### src/rtl/fofb_cc_timeframe_pkg.sv
// Shared types and helpers for the FOFB CC timeframe controller.
// Optional feature macro: FOFB_CC_TIMEFRAME_EXT_SYNC_EN (see top module).
package fofb_cc_timeframe_pkg;

    localparam int CNT_W_DEF = 16;

    typedef enum logic [1:0] {
        HOLD = 2'd0,
        WAIT = 2'd1,
        RUN  = 2'd2
    } tf_state_t;

    function automatic logic cfg_valid(
        input logic [31:0] period,
        input logic [31:0] end_off
    );
        return (period >= 32'd2) && (end_off >= 32'd1) &&
               (end_off <= period - 32'd1);
    endfunction

endpackage

### src/rtl/fofb_cc_sync_edge.sv
// Two-flop synchroniser with rising-edge detect for an asynchronous input.
// Used by the timeframe controller only with FOFB_CC_TIMEFRAME_EXT_SYNC_EN.
module fofb_cc_sync_edge (
    input  logic clk,
    input  logic rst,
    input  logic din,
    output logic rise
);

    logic [2:0] sr;

    always_ff @(posedge clk or posedge rst) begin
        if (rst) begin
            sr <= 3'b000;
        end else begin
            sr <= {sr[1:0], din};
        end
    end

    assign rise = sr[1] & ~sr[2];

endmodule

### src/rtl/fofb_cc_timeframe_ctrl.sv
// GTP reset sequencing and programmable timeframe start/end generation.
// Define FOFB_CC_TIMEFRAME_EXT_SYNC_EN to let ext_sync_i restart frames.
module fofb_cc_timeframe_ctrl
    import fofb_cc_timeframe_pkg::*;
#(
    parameter int STARTUP_CYCLES = 10000,
    parameter int PERIOD_DEF     = 10072,
    parameter int END_OFF_DEF    = 7500,
    parameter int CNT_W          = CNT_W_DEF
) (
    input  logic             userclk_i,
    input  logic             mgtreset_i,
    input  logic             enable_i,
    input  logic [CNT_W-1:0] cfg_period_i,
    input  logic [CNT_W-1:0] cfg_end_off_i,
    input  logic             cfg_load_i,
    input  logic             ext_sync_i,
    output logic             gtp_reset_o,
    output logic             timeframe_start_o,
    output logic             timeframe_end_o,
    output logic [31:0]      frame_count_o,
    output logic             cfg_err_o,
    output logic [1:0]       state_o
);

    localparam int HOLD_W = $clog2(STARTUP_CYCLES + 1);

    tf_state_t         state;
    logic [HOLD_W-1:0] hold_cnt;
    logic [CNT_W-1:0]  cnt;
    logic [CNT_W-1:0]  period;
    logic [CNT_W-1:0]  end_off;
    logic [CNT_W-1:0]  sh_period;
    logic [CNT_W-1:0]  sh_end_off;
    logic              sh_pend;
    logic              cfg_ok;
    logic              load_ok;
    logic              load_bad;
    logic              ext_rise;
    logic              bnd;

`ifdef FOFB_CC_TIMEFRAME_EXT_SYNC_EN
    fofb_cc_sync_edge u_sync (
        .clk  (userclk_i),
        .rst  (mgtreset_i),
        .din  (ext_sync_i),
        .rise (ext_rise)
    );
`else
    logic unused_ext_sync;
    assign unused_ext_sync = ext_sync_i;
    assign ext_rise        = 1'b0;
`endif

    assign cfg_ok   = cfg_valid(32'(cfg_period_i), 32'(cfg_end_off_i));
    assign load_ok  = cfg_load_i & cfg_ok;
    assign load_bad = cfg_load_i & ~cfg_ok;

    // An external sync edge ends the frame early, exactly like a natural boundary
    assign bnd = (state == RUN) && ((cnt == period) || ext_rise);

    assign state_o = state;

    always_ff @(posedge userclk_i or posedge mgtreset_i) begin
        if (mgtreset_i) begin
            state             <= HOLD;
            hold_cnt          <= '0;
            cnt               <= '0;
            period            <= CNT_W'(PERIOD_DEF);
            end_off           <= CNT_W'(END_OFF_DEF);
            sh_period         <= CNT_W'(PERIOD_DEF);
            sh_end_off        <= CNT_W'(END_OFF_DEF);
            sh_pend           <= 1'b0;
            gtp_reset_o       <= 1'b1;
            timeframe_start_o <= 1'b0;
            timeframe_end_o   <= 1'b0;
            frame_count_o     <= '0;
            cfg_err_o         <= 1'b0;
        end else begin
            timeframe_start_o <= 1'b0;

            if (load_bad) begin
                cfg_err_o <= 1'b1;
            end else if (load_ok) begin
                cfg_err_o <= 1'b0;
            end

            unique case (state)
                HOLD: begin
                    if (load_ok) begin
                        period  <= cfg_period_i;
                        end_off <= cfg_end_off_i;
                    end
                    if (hold_cnt == HOLD_W'(STARTUP_CYCLES - 1)) begin
                        state       <= WAIT;
                        gtp_reset_o <= 1'b0;
                    end else begin
                        hold_cnt <= hold_cnt + 1'b1;
                    end
                end
                WAIT: begin
                    if (enable_i) begin
                        state             <= RUN;
                        timeframe_start_o <= 1'b1;
                        cnt               <= CNT_W'(1);
                        frame_count_o     <= frame_count_o + 32'd1;
                        sh_pend           <= 1'b0;
                        if (sh_pend) begin
                            period  <= sh_period;
                            end_off <= sh_end_off;
                        end
                    end
                    if (load_ok) begin
                        period  <= cfg_period_i;
                        end_off <= cfg_end_off_i;
                    end
                end
                RUN: begin
                    if (bnd) begin
                        timeframe_end_o <= 1'b0;
                        cnt             <= CNT_W'(1);
                        if (sh_pend) begin
                            period  <= sh_period;
                            end_off <= sh_end_off;
                            sh_pend <= 1'b0;
                        end
                        if (enable_i || ext_rise) begin
                            timeframe_start_o <= 1'b1;
                            frame_count_o     <= frame_count_o + 32'd1;
                        end else begin
                            state <= WAIT;
                        end
                    end else begin
                        cnt <= cnt + 1'b1;
                        if (cnt == end_off) begin
                            timeframe_end_o <= 1'b1;
                        end
                    end
                    // Loads on the boundary edge land here and wait a full frame
                    if (load_ok) begin
                        sh_period  <= cfg_period_i;
                        sh_end_off <= cfg_end_off_i;
                        sh_pend    <= 1'b1;
                    end
                end
                default: begin
                    state <= HOLD;
                end
            endcase
        end
    end

endmodule

### config.mk
export PLATFORM = sky130hd
export DESIGN_NAME = fofb_cc_timeframe_ctrl
export DESIGN_NICKNAME = d
export VERILOG_FILES = /design/src/rtl/fofb_cc_timeframe_pkg.sv /design/src/rtl/fofb_cc_sync_edge.sv /design/src/rtl/fofb_cc_timeframe_ctrl.sv
export SDC_FILE = /design/constraint.sdc
export NUM_CORES = 1
export LEC_CHECK = 0
export CELL_PAD_IN_SITES_DETAIL_PLACEMENT = 1
export CELL_PAD_IN_SITES_GLOBAL_PLACEMENT = 2
export CORE_MARGIN = 3
export CORE_UTILIZATION = 32
export CTS_CLUSTER_DIAMETER = 200
export DETAILED_ROUTE_END_ITERATION = 7
export PLACE_DENSITY_LB_ADDON = 0.1
export SYNTH_ARGS = -nofsm -noshare
export SYNTH_HDL_FRONTEND = slang
export SYNTH_SLANG_ARGS = --single-unit
### constraint.sdc
create_clock -name userclk_i -period 4.13 [get_ports userclk_i]
set_input_delay 0.6195 -clock userclk_i [delete_from_list [all_inputs] [get_ports userclk_i]]
set_output_delay 0.6195 -clock userclk_i [all_outputs]
set_load 0.05 [all_outputs]
==> results.cfg, run 1 <==
[final_layout]
syn2layout_area_growth_pct = 27.0
nets = 825
drive_above_1_share_pct = 22.2
final_area_mm2 = 0.00927
multiInputGateArea_mm2 = 0.00375
fillers = 2391
final_util_pct = 42.0
layout.cells.non_filler = 1056
n_antenna_cell = 0
seq_area_mm2 = 0.00336

[placed_design]
dp_cells = 1024
globalplace.congestion = 0.796
portBuffers = 73
dp_hpwl_um = 15700
dpl-instance-area_mm2 = 0.00859

[clock_tree]
postCtsSetupBuffers = 0
numClockSinks = 133
clk_pin_slew_ns = 0.06
numCtsBuffers = 17
cts_tree = built
clk_path_buf_depth = 2
clock_latency_ns = 0.43
root_buffer = clkbuf_16
cts_max_level = 4

[pwr]
finalPower_mw = 3.37
swShare_pct = 25.2
seq_power_share_pct = 42.6
intPower_mw = 2.52
clock_power_share_pct = 47.3
comb_power_share_pct = 10.1
p_leak_nw = 3.97
power_density_mw_per_mm2 = 364
vdd_ir_drop_max_uv = 196
power_switching_mw = 0.848

[critical_path]
cp-startpoint = cfg_period_i[12]
crit_required_ns = 4.46
path_depth = 15
crit_type = in2reg
cp-end-kind = flip-flop
r2r-start = cnt[8]$_DFFE_PP0P_
crit_path_end = end_off[15]$_DFFE_PP0P_
crit_fanout = 6
critical_path_buf_inv_count = 4
slowest_delay_ns = 0.58
worstPathArrival_ns = 4.23
start_kind = input port
ff2ff_setup_slack_ns = 1.20
cp_cell_sequence = clkdlybuf4s50_1 -> or4_4 -> nor4_2 -> xnor2_1 -> ha_1 -> nand4_1 -> o22ai_1 -> a31o_2 -> or4_4 -> buf_4 -> a31oi_2 -> buf_6 -> buf_4 -> a32oi_1 -> o2bb2ai_1
slowest_stage = or4_4
rr_worst_depth = 7
path_delay_family = simple AND/OR/NAND/NOR gates
timing.rr.end = frame_count_o[24]$_DFFE_PP0P_

[yosys]
synthCells = 660
synth-seq-area-share_pct = 46.1
syn-cell-area_mm2 = 0.00730
synth_area_per_cell_um2 = 11.1
synthArstFlopShare_pct = 100
yosysUniqueCellTypes = 54
synth_top_cell_by_area = dfrtp_1
synth-compound-area-share_pct = 12.7
synth.top_cells.by_area = dfrtp_1, dfstp_2, xnor2_1
post_synth_xor_area_fraction_pct = 11.4
synth_nets = 722
ys_ff_latch = 133
synth_edf_count = 0
yosys-top-cells-count = dfrtp_1, xnor2_1, nor2_1
synth-main-ff-cell = dfrtp_1
synth_warnings = 0
synth_mux_area_share_pct = 6.77
synth.most_common_cell = dfrtp_1
synth_top_area_share_pct = 35.6
synth_top_family_by_area = simple AND/OR/NAND/NOR gates
synthAdderAreaFrac_pct = 4.28
synthSimpleGateAreaFrac_pct = 15.3

[sta]
fmaxAchievable_mhz = 257
min_period_over_period_pct = 94.4
setup_viol = 0
finalCriticalPeriod_ns = 3.90
skew_ns = 0.0101
rsz0062_at_grt = false
slew_headroom_pct = 48.1
maxSlewViolCount = 0
max_slew.worst_pin.slew_ns = 0.778
hold_viol = 0

[die]
core_mm2 = 0.0221
die_y_um = 157
dieArea_mm2 = 0.0247
die_x_um = 157
ioPinCount = 75
initial_core_util_pct = 33.0
rows = 54

[worst_hold_path]
hp-class = reg2reg

[global_routing]
met3_usage_pct = 3.68
grt_busiest_layer = met2
grt_overflow_total = 0
grt_util_all_layers_pct = 18.0
grt_max_degree = 134
grt_pass1_vias = 6125
grt_antenna_before_repair = 0
grt_util_met1_pct = 25.8
gr-usage-met2_pct = 28.4
grt_pass1_wl_um = 34600

[detailed_routing]
routedWlPerCell_um = 20.1
remaining_drc_errors = 0
via_per_inst = 5.33
ant_nets = 0
num_vias = 5627
dr.pass1.iters = 6
drt_wl_total_um = 21200
drt-initial-drc-count = 218

[flow_run]
max-cap-violations = 0

[run_status]
status = completed
==> logic make-up (layout without fill, tap and decap cells) <==
logic type,after synthesis,after routing
fa+ha+maj,25,25
flops,133,133
mux,38,38
buf+inv,51,167
xor+xnor,95,95
simple gates,203,203
compound gates,115,115
==> layout make-up <==
type,instances,area share [%]
inverters,13,0.553
clock buffers,19,4.78
repair buffers,122,12.3
clock inverters,13,1.85
well taps,280,3.78
multi-input cells,476,40.4
flip-flops and latches,133,36.3
==> worst reg2reg max path: cells and delay by family (launching register included) <==
family	cells	cell delay, ns
DFF	1	0.48
and+or+nand+nor	4	1.66
xor gates and xnor gates	2	0.40
muxes	1	0.32
==> sequential cells by signal, summed over array words and instances, names as in the netlist <==
| register | flops |
|---|---|
| timeframe_start_o | 1 |
| sh_period | 16 |
| gtp_reset_o | 1 |
| cnt | 16 |
| period | 16 |
| hold_cnt | 14 |
| state_o | 2 |
| end_off | 16 |
| cfg_err_o | 1 |
| sh_end_off | 16 |
| sh_pend | 1 |
| timeframe_end_o | 1 |
| frame_count_o | 32 |
==> layout by cell type (no fill, tap or decap), drive strengths merged, types with 4 or more instances in the layout <==
master         instances
mux2                  34
and2                   4
clkbuf                19
ha                    25
nand4                 25
o21ai                 18
clkdlybuf4s50         73
nand3                 27
a32oi                 32
dfrtp                104
o211ai                 4
nor2b                  5
inv                   17
clkinv                 4
nor4                  24
mux2i                  4
and3                  14
o2bb2ai               32
xnor2                 58
nor2                  38
nor3                  17
buf                   49
nand2                 36
dfstp                 29
o31ai                  4
xor2                  37
a21oi                  7
==> worst min-delay path by stage <==
stage	from	end	slack, ns	cells after the start
2_1_floorplan	hold_cnt[13]$_DFFE_PP0P_	hold_cnt[13]$_DFFE_PP0P_	0.44	1
3_3_place_gp	gtp_reset_o$_DFFE_PP1P_	gtp_reset_o$_DFFE_PP1P_	0.44	1
3_5_place_dp	gtp_reset_o$_DFFE_PP1P_	gtp_reset_o$_DFFE_PP1P_	0.45	1
4_1_cts	gtp_reset_o$_DFFE_PP1P_	gtp_reset_o$_DFFE_PP1P_	0.46	1
5_1_grt	gtp_reset_o$_DFFE_PP1P_	gtp_reset_o$_DFFE_PP1P_	0.47	1
6_report	gtp_reset_o$_DFFE_PP1P_	gtp_reset_o$_DFFE_PP1P_	0.46	1
==> power by group through the flow <==
stage               Sequential, mW  Combinational [mW]  Clock (mW)
detailed placement            1.46               0.340           0
CTS                           1.44               0.342        1.65
global placement              1.46               0.329           0
floorplan                     1.44               0.202           0
finish                        1.44               0.340        1.59
global route                  1.44               0.376        1.71
==> timing repair <==
action / in CTS / in global routing
gates resized for setup: 0 / 12
hold buffers: 0 / 0
endpoints found under the setup margin: 0 / 59
==> per-stage QoR <==
stage                     setup WS (ns)  setup TNS (ns)  hold slack, ns
final                             0.232               0           0.455
after global routing             0.0188               0           0.470
after CTS                         0.114               0           0.458
after detailed placement         -0.324          -16.69           0.450
after global placement           -0.254          -13.63           0.445
after floorplan                 0.00409               0           0.438
==> routing by layer <==
layer | wire (um) | vias to the layer above
li1 | - | 2637
met4 | 185 | 0
met2 | 10000 | 85
met5 | 0 | -
met1 | 10500 | 2894
met3 | 604 | 11
(Power assumes the default switching activity.)
==> inputs of run 2 (changes only) <==
--- a/config.mk
+++ b/config.mk
@@ -7,7 +7,6 @@
 export LEC_CHECK = 0
 export CELL_PAD_IN_SITES_DETAIL_PLACEMENT = 1
 export CELL_PAD_IN_SITES_GLOBAL_PLACEMENT = 2
-export CORE_MARGIN = 3
 export CORE_UTILIZATION = 32
 export CTS_CLUSTER_DIAMETER = 200
 export DETAILED_ROUTE_END_ITERATION = 7
==> run 2 against run 1 <==
Non-clock buffer count grew 1. Largest cell class unchanged. Flip-flop and latch count unchanged. Clock power rose by 3%. Register-to-register slack hardly changed. Critical path type unchanged. Combinational power grew 1%. First-iteration DRC count fell by 17%. Utilization is 0.34 points higher. Via count shrank 0.36%. Clock skew increased by 0.0036 ns. Die area shrank 5.0%. Highest routed layer unchanged. Setup slack got worse by 0.087 ns. Power grew 1.1%.
==> results.cfg, run 2 (synthesis gave the netlist of run 1 again) <==
[sta]
hold_slack_ns = 0.464
max_slew.worst_pin.slew_ns = 0.773
min_period_over_period_pct = 96.5
setup_viol = 0
skew_ns = 0.0137
fmaxAchievable_mhz = 251
finalCriticalPeriod_ns = 3.98
hold_viol = 0
maxSlewViolCount = 0
slew_headroom_pct = 48.0

[global_routing]
grt_util_all_layers_pct = 19.3
grt_antenna_before_repair = 0
grt_pass1_vias = 6134
grt_max_degree = 70
grt_pass1_wl_um = 34900
grt_overflow_total = 0

[detailed_routing]
ant_nets = 0
drt_wl_total_um = 21600
via_per_inst = 5.30
remaining_drc_errors = 0
num_vias = 5607
dr.pass1.iters = 4
drt-initial-drc-count = 181
routedWlPerCell_um = 20.5

[final_layout]
largest-register = frame_count_o
final_cell_mix = dfrtp_1, clkdlybuf4s50_1, xnor2_1
final_common_cell = dfrtp_1
layout.cells.non_filler = 1057
syn2layout_area_growth_pct = 28.0
fillers = 2359
nets = 826
n_antenna_cell = 0
largest_reg_flops = 32
drive_above_1_share_pct = 22.4

[critical_path]
path_delay_family = simple AND/OR/NAND/NOR gates
cp-end-kind = flip-flop
start_kind = input port
crit_required_ns = 4.43
crit_type = in2reg
ff2ff_setup_slack_ns = 1.21
slowest_stage = or4_4
crit_fanout = 15
critical_path_buf_inv_count = 3
slowest_delay_ns = 0.60
worstPathArrival_ns = 4.28
cp_cell_sequence = clkdlybuf4s50_1 -> or4_4 -> nor4_4 -> xnor2_1 -> ha_1 -> nand4_1 -> or3_1 -> o22a_2 -> nand3_1 -> o211ai_4 -> buf_4 -> clkbuf_16 -> a32oi_1 -> o2bb2ai_1

[die]
dieArea_mm2 = 0.0234
core_mm2 = 0.0221
die_y_um = 153
initial_core_util_pct = 33.0
ioPinCount = 75
die_x_um = 153
rows = 54

[pwr]
power_density_mw_per_mm2 = 365
p_leak_nw = 3.97
vdd_ir_drop_max_uv = 201

[clock_tree]
clk_path_buf_depth = 2
clock_latency_ns = 0.43
clk_pin_slew_ns = 0.06
numCtsBuffers = 17
cts_max_level = 4
root_buffer = clkbuf_16
numClockSinks = 133
cts_tree = built

[placed_design]
portBuffers = 73
dp_hpwl_um = 15800
globalplace.congestion = 0.802
dp_cells = 1023

[run_status]
status = completed

[worst_hold_path]
hp-class = reg2reg

[flow_run]
max-cap-violations = 0
-- run 2: changes by cell type in the layout (fill, tap and decap cells not counted), moves of 2 or more --
cell	change
inv_6	-3
a32oi_1	-2
buf_12	+2
buf_6	-2
clkinvlp_4	+4
a32oi_2	+2
clkinv_4	-3
-- run 2: final timing paths --
kind / startpoint / to / cells after the start
worst max-delay path: cfg_period_i[12] / end_off[4]$_DFFE_PP0P_ / 14
worst min-delay path: gtp_reset_o$_DFFE_PP1P_ / gtp_reset_o$_DFFE_PP1P_ / 1
worst max register to register: cnt[3]$_DFFE_PP0P_ / frame_count_o[18]$_DFFE_PP0P_ / 7
worst min register to register: gtp_reset_o$_DFFE_PP1P_ / gtp_reset_o$_DFFE_PP1P_ / 1
max in group asynchronous: mgtreset_i / gtp_reset_o$_DFFE_PP1P_ / 3
min in group asynchronous: mgtreset_i / sh_end_off[5]$_DFFE_PP0P_ / 2
-- run 2: per-layer routing --
layer  GRT usage [%]  vias to the layer above  share of wire, %
li1                -                     2643                 -
met1            26.1                     2866                48
met2            31.2                       82                48
met3            3.91                       16               3.2
met4            5.63                        0               1.1
met5               0                        -                 0
-- run 2: cell type report --
type | instances | area (um^2) | share of cell area, %
Inverter | 13 | 51.3 | 0.549
Multi-Input combinational cell | 476 | 3770 | 40.3
Clock inverter | 12 | 179 | 1.91
Tap cell | 280 | 350 | 3.75
Sequential cell | 133 | 3360 | 36.0
Timing Repair Buffer | 123 | 1190 | 12.7
Clock buffer | 20 | 447 | 4.78
-- run 2: per-stage QoR --
stage	power (mW)	utilization [%]	setup WS [ns]	TNS (ns)	area, um^2
6_report	3.41	42.3	0.145	0	9350
5_1_grt	3.54	42.3	-0.0305	-0.0577	9350
4_1_cts	3.45	41.8	0.00544	0	9230
3_5_place_dp	1.80	39.0	-0.431	-21.52	8610
3_3_place_gp	1.79	39.0	-0.282	-12.46	8610
2_1_floorplan	1.64	-	0.00409	0	7300
-- run 2: repair_timing --
item,in CTS,in global routing
hold buffers,0,0
endpoints found under the setup margin,0,64
resized for setup,0,13
buffers inserted,0,1
-- run 2: power breakdown --
group / internal [mW] / total, mW / leakage [nW] / switching, mW
Sequential: 1.38 / 1.44 / 1.69 / 0.0530
Clock: 1.03 / 1.63 / 0.285 / 0.600
Combinational: 0.167 / 0.345 / 2.00 / 0.178
==> inputs of run 3 (changes only) <==
--- a/config.mk
+++ b/config.mk
@@ -5,12 +5,10 @@
 export SDC_FILE = /design/constraint.sdc
 export NUM_CORES = 1
 export LEC_CHECK = 0
-export CELL_PAD_IN_SITES_DETAIL_PLACEMENT = 1
-export CELL_PAD_IN_SITES_GLOBAL_PLACEMENT = 2
 export CORE_UTILIZATION = 32
 export CTS_CLUSTER_DIAMETER = 200
+export CTS_CLUSTER_SIZE = 16
 export DETAILED_ROUTE_END_ITERATION = 7
-export PLACE_DENSITY_LB_ADDON = 0.1
 export SYNTH_ARGS = -nofsm -noshare
 export SYNTH_HDL_FRONTEND = slang
 export SYNTH_SLANG_ARGS = --single-unit
==> run 3 against run 2 <==
Cell area decreased by 1.5%. Setup slack got worse by 0.047 ns. Largest power group unchanged. Critical path depth unchanged. Routed wire length shrank 14%. Largest cell class unchanged. Worst hold slack gained 0.0013 ns. Die area unchanged. Cell count down 0.95%. Fmax down 1.2%. Global-route usage is 3.1 points lower. Clock power down 6%. Sequential share of layout area is 0.54 points higher. Critical path type unchanged.
==> results.cfg, run 3 (synthesis gave the netlist of run 1 again) <==
[global_routing]
grt_pass1_vias = 5406
grt_overflow_total = 0
grt_pass1_wl_um = 29700
grt_util_all_layers_pct = 16.2
grt_antenna_before_repair = 0
grt_max_degree = 74

[placed_design]
dp_cells = 1014
portBuffers = 73
globalplace.congestion = 0.851
dp_hpwl_um = 13000

[critical_path]
crit_fanout = 16
crit_required_ns = 4.47
timing.rr.end = frame_count_o[24]$_DFFE_PP0P_
path_delay_family = simple AND/OR/NAND/NOR gates
ff2ff_setup_slack_ns = 1.28
slowest_delay_ns = 0.59
cp-startpoint = cfg_period_i[12]
critical_path_buf_inv_count = 3
worstPathArrival_ns = 4.37
crit_path_end = end_off[2]$_DFFE_PP1P_
rr_worst_depth = 7
cp_cell_sequence = clkdlybuf4s50_1 -> or4_4 -> nor4_2 -> xnor2_1 -> ha_1 -> nand4_1 -> o22ai_1 -> a31o_2 -> or4_1 -> buf_4 -> a31oi_4 -> clkbuf_16 -> a32oi_1 -> o2bb2ai_1
crit_type = in2reg
slowest_stage = or4_4
start_kind = input port
r2r-start = cnt[2]$_DFFE_PP0P_
path_depth = 14
cp-end-kind = flip-flop

[pwr]
finalPower_mw = 3.31
power_density_mw_per_mm2 = 359
vdd_ir_drop_max_uv = 288
p_leak_nw = 3.93

[clock_tree]
hold_buffers = 0
numClockSinks = 133
cts_tree = built
cts_max_level = 4
clk_pin_slew_ns = 0.06
clk_path_buf_depth = 2
root_buffer = clkbuf_16
cts.repair.resized = 0
postCtsSetupBuffers = 0
numCtsBuffers = 17
clock_latency_ns = 0.42

[final_layout]
multiInputGateArea_mm2 = 0.00373
final_cell_mix = dfrtp_1, clkdlybuf4s50_1, xnor2_1
layout.cells.non_filler = 1047
final_common_cell = dfrtp_1
syn2layout_area_growth_pct = 26.1
n_antenna_cell = 0
nets = 816
drive_above_1_share_pct = 20.7
largest_reg_flops = 32
seq_area_mm2 = 0.00336
fillers = 2074
largest-register = frame_count_o

[sta]
slew_headroom_pct = 53.6
final.setup.tns_ns = 0
fmaxAchievable_mhz = 248
max_slew.worst_pin.slew_ns = 0.690
setup_viol = 0
skew_ns = 0.00708
min_period_over_period_pct = 97.6
maxSlewViolCount = 0
hold_viol = 0
finalCriticalPeriod_ns = 4.03

[detailed_routing]
remaining_drc_errors = 0
num_vias = 5512
routedWlPerCell_um = 17.8
via_per_inst = 5.26
drt-initial-drc-count = 338
dr.pass1.iters = 5
drt_wl_total_um = 18600
ant_nets = 0

[die]
rows = 54
ioPinCount = 75
die_x_um = 153
core_mm2 = 0.0221
initial_core_util_pct = 33.0
die_y_um = 153
dieArea_mm2 = 0.0234

[flow_run]
max-cap-violations = 0

[worst_hold_path]
hp-class = reg2reg

[run_status]
status = completed
==> run 3: worst min-delay path by stage <==
stage                              from                        to  slack [ns]  cells past startpoint
2_1_floorplan  hold_cnt[13]$_DFFE_PP0P_  hold_cnt[13]$_DFFE_PP0P_        0.44                      1
3_3_place_gp    gtp_reset_o$_DFFE_PP1P_   gtp_reset_o$_DFFE_PP1P_        0.46                      1
3_5_place_dp   hold_cnt[13]$_DFFE_PP0P_  hold_cnt[13]$_DFFE_PP0P_        0.46                      1
4_1_cts         gtp_reset_o$_DFFE_PP1P_   gtp_reset_o$_DFFE_PP1P_        0.47                      1
5_1_grt         gtp_reset_o$_DFFE_PP1P_   gtp_reset_o$_DFFE_PP1P_        0.48                      1
6_report        gtp_reset_o$_DFFE_PP1P_   gtp_reset_o$_DFFE_PP1P_        0.47                      1
==> run 3: cell type report <==
class,instances,area share (%)
clock buffer,20,4.85
sequential,133,36.5
timing repair buffer,113,12.1
inverter,13,0.584
tap,280,3.80
multi-input combinational,476,40.5
clock inverter,12,1.66
==> run 3: per-stage QoR <==
stage | hold WS [ns] | cell area [um^2] | setup slack (ns) | utilization (%)
after floorplan | 0.438 | 7300 | 0.00409 | -
after global placement | 0.457 | 8540 | -0.300 | 38.7
after detailed placement | 0.461 | 8540 | -0.369 | 38.7
after CTS | 0.470 | 9140 | 0.0801 | 41.4
after global routing | 0.483 | 9210 | -0.0196 | 41.7
final | 0.466 | 9210 | 0.0983 | 41.7
==> run 3: routing by layer <==
metal,part of all wire (%),vias up,GRT usage (%)
met1,49,2757,22.3
met5,0,-,0
met2,46,119,25.3
li1,-,2620,-
met4,1.3,0,4.95
met3,3.6,16,3.74
==> run 3: report_power, final <==
| part | leakage [nW] | total [mW] | switching [mW] | internal [mW] |
|---|---|---|---|---|
| combinational | 1.95 | 0.336 | 0.169 | 0.167 |
| clock | 0.283 | 1.54 | 0.571 | 0.965 |
| sequential | 1.69 | 1.44 | 0.0554 | 1.38 |
| total | 3.93 | 3.31 | 0.795 | 2.51 |
